--- src/rtl/mmcm_rst_seq.sv ---
// ---------------------------------------------------------------------------
// mmcm_rst_seq
//
// Reset sequencer placed in front of an MMCM. It runs on the free-running
// board clock and owns the MMCM reset pin. It pulses the MMCM reset, waits
// for lock, and requires lock to stay stable for a settle window before it
// releases the system reset. It re-resets the MMCM when lock does not arrive
// in time or when lock is lost while running.
//
// Parameters
//   RST_PULSE     : MMCM reset pulse length in clocks (>= 4)
//   LOCK_TIMEOUT  : clocks allowed in WAIT_LOCK before a retry
//   SETTLE_CYCLES : consecutive locked clocks required before RUN
//   TIMER_W       : shared timer width; every count parameter < 2**TIMER_W
//
// Ports
//   clk_in          in   free-running board clock (same one that feeds the MMCM)
//   reset           in   asynchronous active-high reset -> PWR_RST at once
//   locked          in   MMCM lock status, asynchronous to clk_in
//   force_relock    in   single-cycle request to rerun the whole sequence
//   mmcm_rst        out  MMCM reset, active-high (high only in PWR_RST)
//   sys_rst         out  system reset request, active-high (low only in RUN)
//   ready           out  high only in RUN
//   retry_count     out  saturating count of lock timeouts (holds at 15)
//   lock_loss_count out  saturating count of lock losses from RUN (holds at 255)
//
// The FSM state is held in the enum register 'state'. Checkers can bind to
// it directly.
// ---------------------------------------------------------------------------
module mmcm_rst_seq #(
    parameter int RST_PULSE     = 16,
    parameter int LOCK_TIMEOUT  = 65536,
    parameter int SETTLE_CYCLES = 1024,
    parameter int TIMER_W       = 20
) (
    input  logic       clk_in,
    input  logic       reset,
    input  logic       locked,
    input  logic       force_relock,
    output logic       mmcm_rst,
    output logic       sys_rst,
    output logic       ready,
    output logic [3:0] retry_count,
    output logic [7:0] lock_loss_count
);

    typedef enum logic [1:0] {
        PWR_RST   = 2'd0,
        WAIT_LOCK = 2'd1,
        SETTLE    = 2'd2,
        RUN       = 2'd3
    } state_t;

    // The timer counts from 0, so each phase ends when it reads (length - 1).
    localparam logic [TIMER_W-1:0] PULSE_LAST   = TIMER_W'(RST_PULSE - 1);
    localparam logic [TIMER_W-1:0] TIMEOUT_LAST = TIMER_W'(LOCK_TIMEOUT - 1);
    localparam logic [TIMER_W-1:0] SETTLE_LAST  = TIMER_W'(SETTLE_CYCLES - 1);
    localparam logic [TIMER_W-1:0] TIMER_ONE    = TIMER_W'(1);

    state_t               state;
    state_t               state_nxt;
    logic [TIMER_W-1:0]   timer;
    logic                 timer_clr;
    logic                 retry_inc;
    logic                 loss_inc;

    // Two-flop synchronizer for the asynchronous lock indication.
    logic                 locked_m;
    logic                 locked_s;

    always_ff @(posedge clk_in or posedge reset) begin
        if (reset) begin
            locked_m <= 1'b0;
            locked_s <= 1'b0;
        end else begin
            locked_m <= locked;
            locked_s <= locked_m;
        end
    end

    // Next-state selection. force_relock beats everything except the async
    // reset. Lock status is tested before the timer, so a lock change on an
    // expiry cycle wins over the expiry.
    always_comb begin
        state_nxt = state;
        retry_inc = 1'b0;
        loss_inc  = 1'b0;
        if (force_relock) begin
            state_nxt = PWR_RST;
        end else begin
            unique case (state)
                PWR_RST: begin
                    if (timer == PULSE_LAST) state_nxt = WAIT_LOCK;
                end
                WAIT_LOCK: begin
                    if (locked_s) begin
                        state_nxt = SETTLE;
                    end else if (timer == TIMEOUT_LAST) begin
                        state_nxt = PWR_RST;
                        retry_inc = 1'b1;
                    end
                end
                SETTLE: begin
                    if (!locked_s) begin
                        state_nxt = WAIT_LOCK;
                    end else if (timer == SETTLE_LAST) begin
                        state_nxt = RUN;
                    end
                end
                RUN: begin
                    if (!locked_s) begin
                        state_nxt = PWR_RST;
                        loss_inc  = 1'b1;
                    end
                end
                default: state_nxt = PWR_RST;
            endcase
        end
    end

    // force_relock in PWR_RST does not change the state, but it must still
    // restart the pulse. So it clears the timer as well.
    assign timer_clr = force_relock || (state_nxt != state);

    // State, timer, counters and outputs. The outputs are decoded from
    // state_nxt, so they change on the same edge as the state.
    always_ff @(posedge clk_in or posedge reset) begin
        if (reset) begin
            state           <= PWR_RST;
            timer           <= '0;
            mmcm_rst        <= 1'b1;
            sys_rst         <= 1'b1;
            ready           <= 1'b0;
            retry_count     <= 4'd0;
            lock_loss_count <= 8'd0;
        end else begin
            state    <= state_nxt;
            // The timer is free to wrap in RUN because nothing reads it there.
            timer    <= timer_clr ? '0 : timer + TIMER_ONE;
            mmcm_rst <= (state_nxt == PWR_RST);
            sys_rst  <= (state_nxt != RUN);
            ready    <= (state_nxt == RUN);
            if (retry_inc && (retry_count != 4'hF)) begin
                retry_count <= retry_count + 4'd1;
            end
            if (loss_inc && (lock_loss_count != 8'hFF)) begin
                lock_loss_count <= lock_loss_count + 8'd1;
            end
        end
    end

endmodule

--- config.mk ---
export PLATFORM = sky130hd
export DESIGN_NAME = mmcm_rst_seq
export DESIGN_NICKNAME = d
export VERILOG_FILES = /design/src/rtl/mmcm_rst_seq.sv
export SDC_FILE = /design/constraint.sdc
export NUM_CORES = 1
export LEC_CHECK = 0
export CELL_PAD_IN_SITES_DETAIL_PLACEMENT = 0
export CELL_PAD_IN_SITES_GLOBAL_PLACEMENT = 1
export CORE_MARGIN = 3
export CORE_UTILIZATION = 45
export DETAILED_ROUTE_END_ITERATION = 7
export PLACE_DENSITY = 0.84
export SYNTH_ARGS = -nofsm -noshare
export SYNTH_HDL_FRONTEND = slang
export SYNTH_SLANG_ARGS = --single-unit
--- constraint.sdc ---
create_clock -name clk_in -period 2.7 [get_ports clk_in]
set_input_delay 0.81 -clock clk_in [delete_from_list [all_inputs] [get_ports clk_in]]
set_output_delay 0.81 -clock clk_in [all_outputs]
set_load 0.1 [all_outputs]
==> out/metrics.yaml, run 1 <==
setup_path:
  crit_path_start_kind: "flop"
  crit_arrival_ns: 2.43
  crit_required_ns: 2.84
  cp_max_fo: 14
  crit_type: "flop to flop"
  worstSetupEndpointType: "flop"
run:
  maxCapViolCount: 0
logic_synthesis:
  syn_inst: 188
  syn_nets: 195
  seq_area_frac_synth_pct: 47.7
  yosys_warnings: 0
  ys_ff_latch: 39
  synth.cell_area_mm2: 0.00205
  syn_avg_cell_area_um2: 10.9
  synth_cell_type_count: 39
clock_network:
  ctsResizeCount: 0
  cts_sinks: 39
  cts.root.buffer_cell: "clkbuf_8"
  clockBufferDepth: 2
  cts_htree_levels: 2
  clock_latency_ns: 0.29
  tritoncts: "built"
  numCtsBuffers: 5
  clk_pin_slew_ns: 0.08
  cts_setup_buffers: 0
  postCtsHoldBufs: 0
detailed_routing:
  drt-initial-drc-count: 49
  drc_errors: 0
  viasPerCell: 5.64
  topRoutingLayerUsed: "met4"
  wl_met3_um: 152
  postRouteAntennaNets: 0
  drt-met1-wl_mm: 1.92
  wl_met2_mm: 2.17
  wl_per_cell_um: 16.1
  first_pass_iters: 4
  vias: 1501
  wl_mm: 4.29
finish:
  diodes: 0
  syn_to_final_growth_pct: 16.5
  nNetsFinal: 222
  drive_gt1_share_pct: 26.9
grt:
  grt_overflow_total: 0
  grt_pass1_vias: 1591
  grt_first_pass_wirelength_mm: 7.53
  antenna_found_initial: 0
  gr-usage-all-layers_pct: 18.3
  grt_max_degree: 40
status:
  status: "complete, no violations"
sta:
  rsz0062_at_grt: "false"
  period_needed_ns: 2.30
  finalMaxSlewViolations: 0
  fin_ws_ns: 0.403
  fmax_mhz: 435
  relSlewSlack_pct: 55.8
  finalSetupViolations: 0
  fin_crit_sh_pct: 85.1
  worstMarginPinSlew_ns: 0.658
  fin_skew_ns: 0.0118
  hold_violations: 0
  setup_tns_ns: 0
die:
  die-area_mm2: 0.00540
  pin_count: 19
  fp.dieW_um: 73.5
  core_area_mm2: 0.00420
  initial_core_util_pct: 48.8
  dieHeight_um: 73.5
  rows: 23
pwr:
  p_per_area_mw_per_mm2: 464
  p_leak_nw: 1.07
  vdd_drop_max_uv: 297
worst_hold_path:
  hold_path.class: "flop to flop"
placed_design:
  place_ws_ns: 0.264
  place_congestion: 0.791
  io_buffers: 18
  hpwl_mm: 3.12
Yosys cell counts:
cell type  count  share of area, %
dfrtp_1       37                45
ha_1           3               1.8
nand3_2        1              0.49
o22ai_2        2               1.2
and4_1         3               1.3
dfstp_2        2               2.6
nand4_1        6               1.8
nor2_1         9               1.6
o211ai_1       6               2.2
nor3_2         2              0.98
o21ai_1        1              0.24
nor4_1         1              0.31
a31oi_1        1              0.31
inv_1          6               1.1
nand4bb_1      1              0.55
and3_1         5               1.5
a21oi_1        2              0.49
mux2_2         2               1.1
nor3b_1        1              0.37
buf_2          1              0.24
nand2_1       16               2.9
a21oi_2       10               4.3
xor2_1        15               6.4
buf_6          3               1.6
xnor2_1       14               6.0
nand4b_1       1              0.43
or3_1          2              0.61
or2_2          1              0.31
o211a_1        1              0.49
or4_1          4               1.5
nor3_1         4              0.98
a21boi_1       1              0.37
a41oi_1        1              0.43
nor2b_1        2              0.61
nand3_1       11               2.7
o21ai_4        2               1.6
clkbuf_1       1              0.18
o21ai_2        6               2.6
nor4_2         1              0.61
path summary, 6_finish.rpt:
check / from / end / slack [ns] / depth (start not counted)
setup / recovery: timer[0] / timer[19] / 0.40 / 6
hold / removal: locked_m / locked_s / 0.35 / 0
setup reg to reg: timer[0] / timer[19] / 0.40 / 6
hold reg to reg: locked_m / locked_s / 0.35 / 0
max in group asynchronous: reset / mmcm_rst / 1.41 / 3
min in group asynchronous: reset / lock_loss_count[7] / 0.93 / 3
cell families (layout without fill, tap and decap cells):
| group | count (synthesis) | count (layout) | synth area share (%) |
|---|---|---|---|
| simple gates | 71 | 71 | 19.6 |
| flops | 39 | 39 | 47.7 |
| compound gates | 33 | 33 | 14.2 |
| xor+xnor | 29 | 29 | 12.4 |
| buf+inv | 11 | 39 | 3.17 |
| fa+ha+maj | 3 | 3 | 1.83 |
| mux | 2 | 2 | 1.10 |
through the flow:
step	hold WS (ns)	cell area (um2)	util (%)	power [W]	instances
3_5_place_dp	0.337	2280	54.2	0.000646	258
6_report	0.354	2390	56.8	0.00111	266
5_1_grt	0.361	2390	56.8	0.00115	266
4_1_cts	0.356	2390	56.8	0.00112	266
2_1_floorplan	0.331	2050	-	0.000631	188
3_3_place_gp	0.333	2280	54.2	0.000645	258
cell usage in the layout, fill, tap and decap left out, drive strengths merged, types with 2 or more instances in the layout:
cell / n
nor3: 6
or4: 4
and4: 3
nand2: 16
nor2b: 2
o211ai: 6
and3: 5
nand3: 12
a21oi: 12
inv: 6
o21ai: 9
nor2: 9
buf: 22
dfrtp: 37
mux2: 2
clkbuf: 6
or3: 2
clkdlybuf4s50: 3
xor2: 15
nor4: 2
ha: 3
nand4: 6
dfstp: 2
xnor2: 14
o22ai: 2
critical path, stage by stage, from the launching register on:
cell and delay [ns]:
dfrtp_1 0.45, ha_1 0.23, nand3_2 0.16, nor3_2 0.36, a31oi_1 0.26, o21ai_4 0.55
a21oi_1 0.14
registers in the layout, indices dropped and copies added (netlist names):
name	count
timer	20
lock_loss_count	8
retry_count	4
state	2
locked_m	1
locked_s	1
mmcm_rst	1
ready	1
sys_rst	1
metal layers:
metal,vias to the layer above,GRT usage (%)
met2,27,30.6
met4,0,6.24
met5,-,0
li1,728,-
met3,8,4.10
met1,738,23.1
where the power goes:
group	internal [W]	switching [W]
Clock	0.000276	0.000199
Combinational	0.0000142	0.0000250
Sequential	0.000589	0.00000592
Total	0.000879	0.000230
final cells by class:
type / count / area, um2
clock buffer: 6 / 72.6
clock inverter: 2 / 37.5
fill: 349 / 1810
inverter: 6 / 22.5
multi-input combinational: 138 / 1010
sequential: 39 / 978
tap: 50 / 62.6
timing repair buffer: 25 / 208
Power figures use the tool's default switching activity.
==> inputs of run 2 (changes only) <==
- ABC_CLOCK_PERIOD_IN_PS: not set -> 2700
==> results of run 2 <==
The final DEF is identical to that of run 1; final timing and power are the same.
==> patch (config.mk and constraints of run 1) <==
Reset style: synchronous (`reset`), changed in 2 clocked blocks. Comments in the files are not updated.
--- a/src/rtl/mmcm_rst_seq.sv
+++ b/src/rtl/mmcm_rst_seq.sv
@@ -69,5 +69,5 @@
     logic                 locked_s;
 
-    always_ff @(posedge clk_in or posedge reset) begin
+    always_ff @(posedge clk_in) begin
         if (reset) begin
             locked_m <= 1'b0;
@@ -125,5 +125,5 @@
     // State, timer, counters and outputs. The outputs are decoded from
     // state_nxt, so they change on the same edge as the state.
-    always_ff @(posedge clk_in or posedge reset) begin
+    always_ff @(posedge clk_in) begin
         if (reset) begin
             state           <= PWR_RST;
Check against the original RTL: no difference found for any inputs over 10 cycles, from zero or initial values and one cycle with reset high; that may be too few to reach the edited logic, so the function may still have changed.
==> patch against run 1 <==
Sequential cell count is the same. Routed wire length decreased by 19%. Design area down 6.6%. Area after synthesis decreased by 4.2%. Final cell count grew 2.6%. Critical path depth shrank 1. Setup slack improved by 0.072 ns. Total power down 6.2%.
==> patch: results (changes against run 1) <==
- Max FO, Critical Path: 9 (-5)
- P_seq: 581 uW (-2%)
- P_clk: 428 uW (-9.7%)
- Vias in the first global route: 1,345 (-15%)
- Layout fillers: 397 (+14%)
- WL/cell: 12.8 um (-21%)
- Static Leak: 0.804 nW (-25%)
- Via count: 1,466 (-2.3%)
- Status: finished, final reports clean
- Measured slew at the worst slew-check pin: 0.685 ns (+0.0266 ns)
- Syn nets: 208 (+6.7%)
- Largest net degree at the start of global routing: 21 (-48%)
- Sw Share: 20.7% (about the same)
- CP peak stage delay: 0.47 ns (-0.08 ns)
- Critical setup path kind: input pin to flip-flop
- Synth area leaders: dfxtp_1, a21oi_2, xor2_1
- Synth Area in Adders: 1.91% (+0.081 points)
- Met2 Use GR: 22.0% (-8.6 points)
- Post-synth cell types: 41 (+5.1%)
- Nets: 229 (+3.2%)
- Critical R2R Launch: timer[0]
- WL met2: 1580 um (-27%)
- Sequential area share after synthesis: 39.8% (-8.0 points)
- Reg2reg end: timer[11]
- Crit path from: force_relock
- Worst path top cell family by delay: simple AND/OR/NAND/NOR gates
- All-layer global routing usage: 14.3% (-4.0 points)
- First-pass GRT wire length: 5950 um (-21%)
- CP max stage cell: clkdlybuf4s50_1
- Hold path endpoint: locked_s
- Worst setup path end: lock_loss_count[3]
- GP Congestion: 0.755 (-4.6%)
- DP HPWL: 2470 um (-21%)
- Hold path startpoint: locked_m
- Async SR Flop Fraction: 0% (-100 points)
- Critical Path AT: 2.44 ns
- Initial drt markers: 97 (+98%)
- Worst Clk Skew: 0.00240 ns (-0.00941 ns)
- Share of post-route cells with drive strength above 1: 26.0% (-0.84 points)
- Met3 Use GR: 3.74% (-0.36 points)
- Hold Path Cell Cnt: 1 (+1)
- WL met3: 116 um (-24%)
- Mux share of post-synthesis cell area: 1.02% (-0.079 points)
- Met1 usage in global routing: 19.1% (-4.0 points)
- Top cells by count, synth: dfxtp_1, a21oi_2, nor2_1, nand3_1, xor2_1
-- patch: stage by stage --
stage | area (um^2) | setup slack (ns) | cells | hold WS (ns) | power, mW
floorplan | 1960 | 0.367 | 201 | 0.414 | 0.614
global placement | 2130 | 0.198 | 265 | 0.417 | 0.625
detailed placement | 2130 | 0.153 | 265 | 0.436 | 0.625
CTS | 2230 | 0.458 | 273 | 0.454 | 1.05
global route | 2230 | 0.281 | 273 | 0.472 | 1.08
finish | 2230 | 0.475 | 273 | 0.458 | 1.04
-- patch: final cells by class --
type | count | share of cell area (%)
Multi-Input combinational cell | 148 | 48.2
Sequential cell | 39 | 35.0
Timing Repair Buffer | 23 | 8.64
Clock buffer | 8 | 4.49
Tap cell | 50 | 2.81
Inverter | 5 | 0.842
-- patch: cell families after synthesis --
logic type                 count (synthesis)
and+or+nand+nor                           82
DFF                                       39
AOI/OAI and AO/OA                         32
xor gates and xnor gates                  29
buffers and inverters                     14
adders and majority gates                  3
muxes                                      2
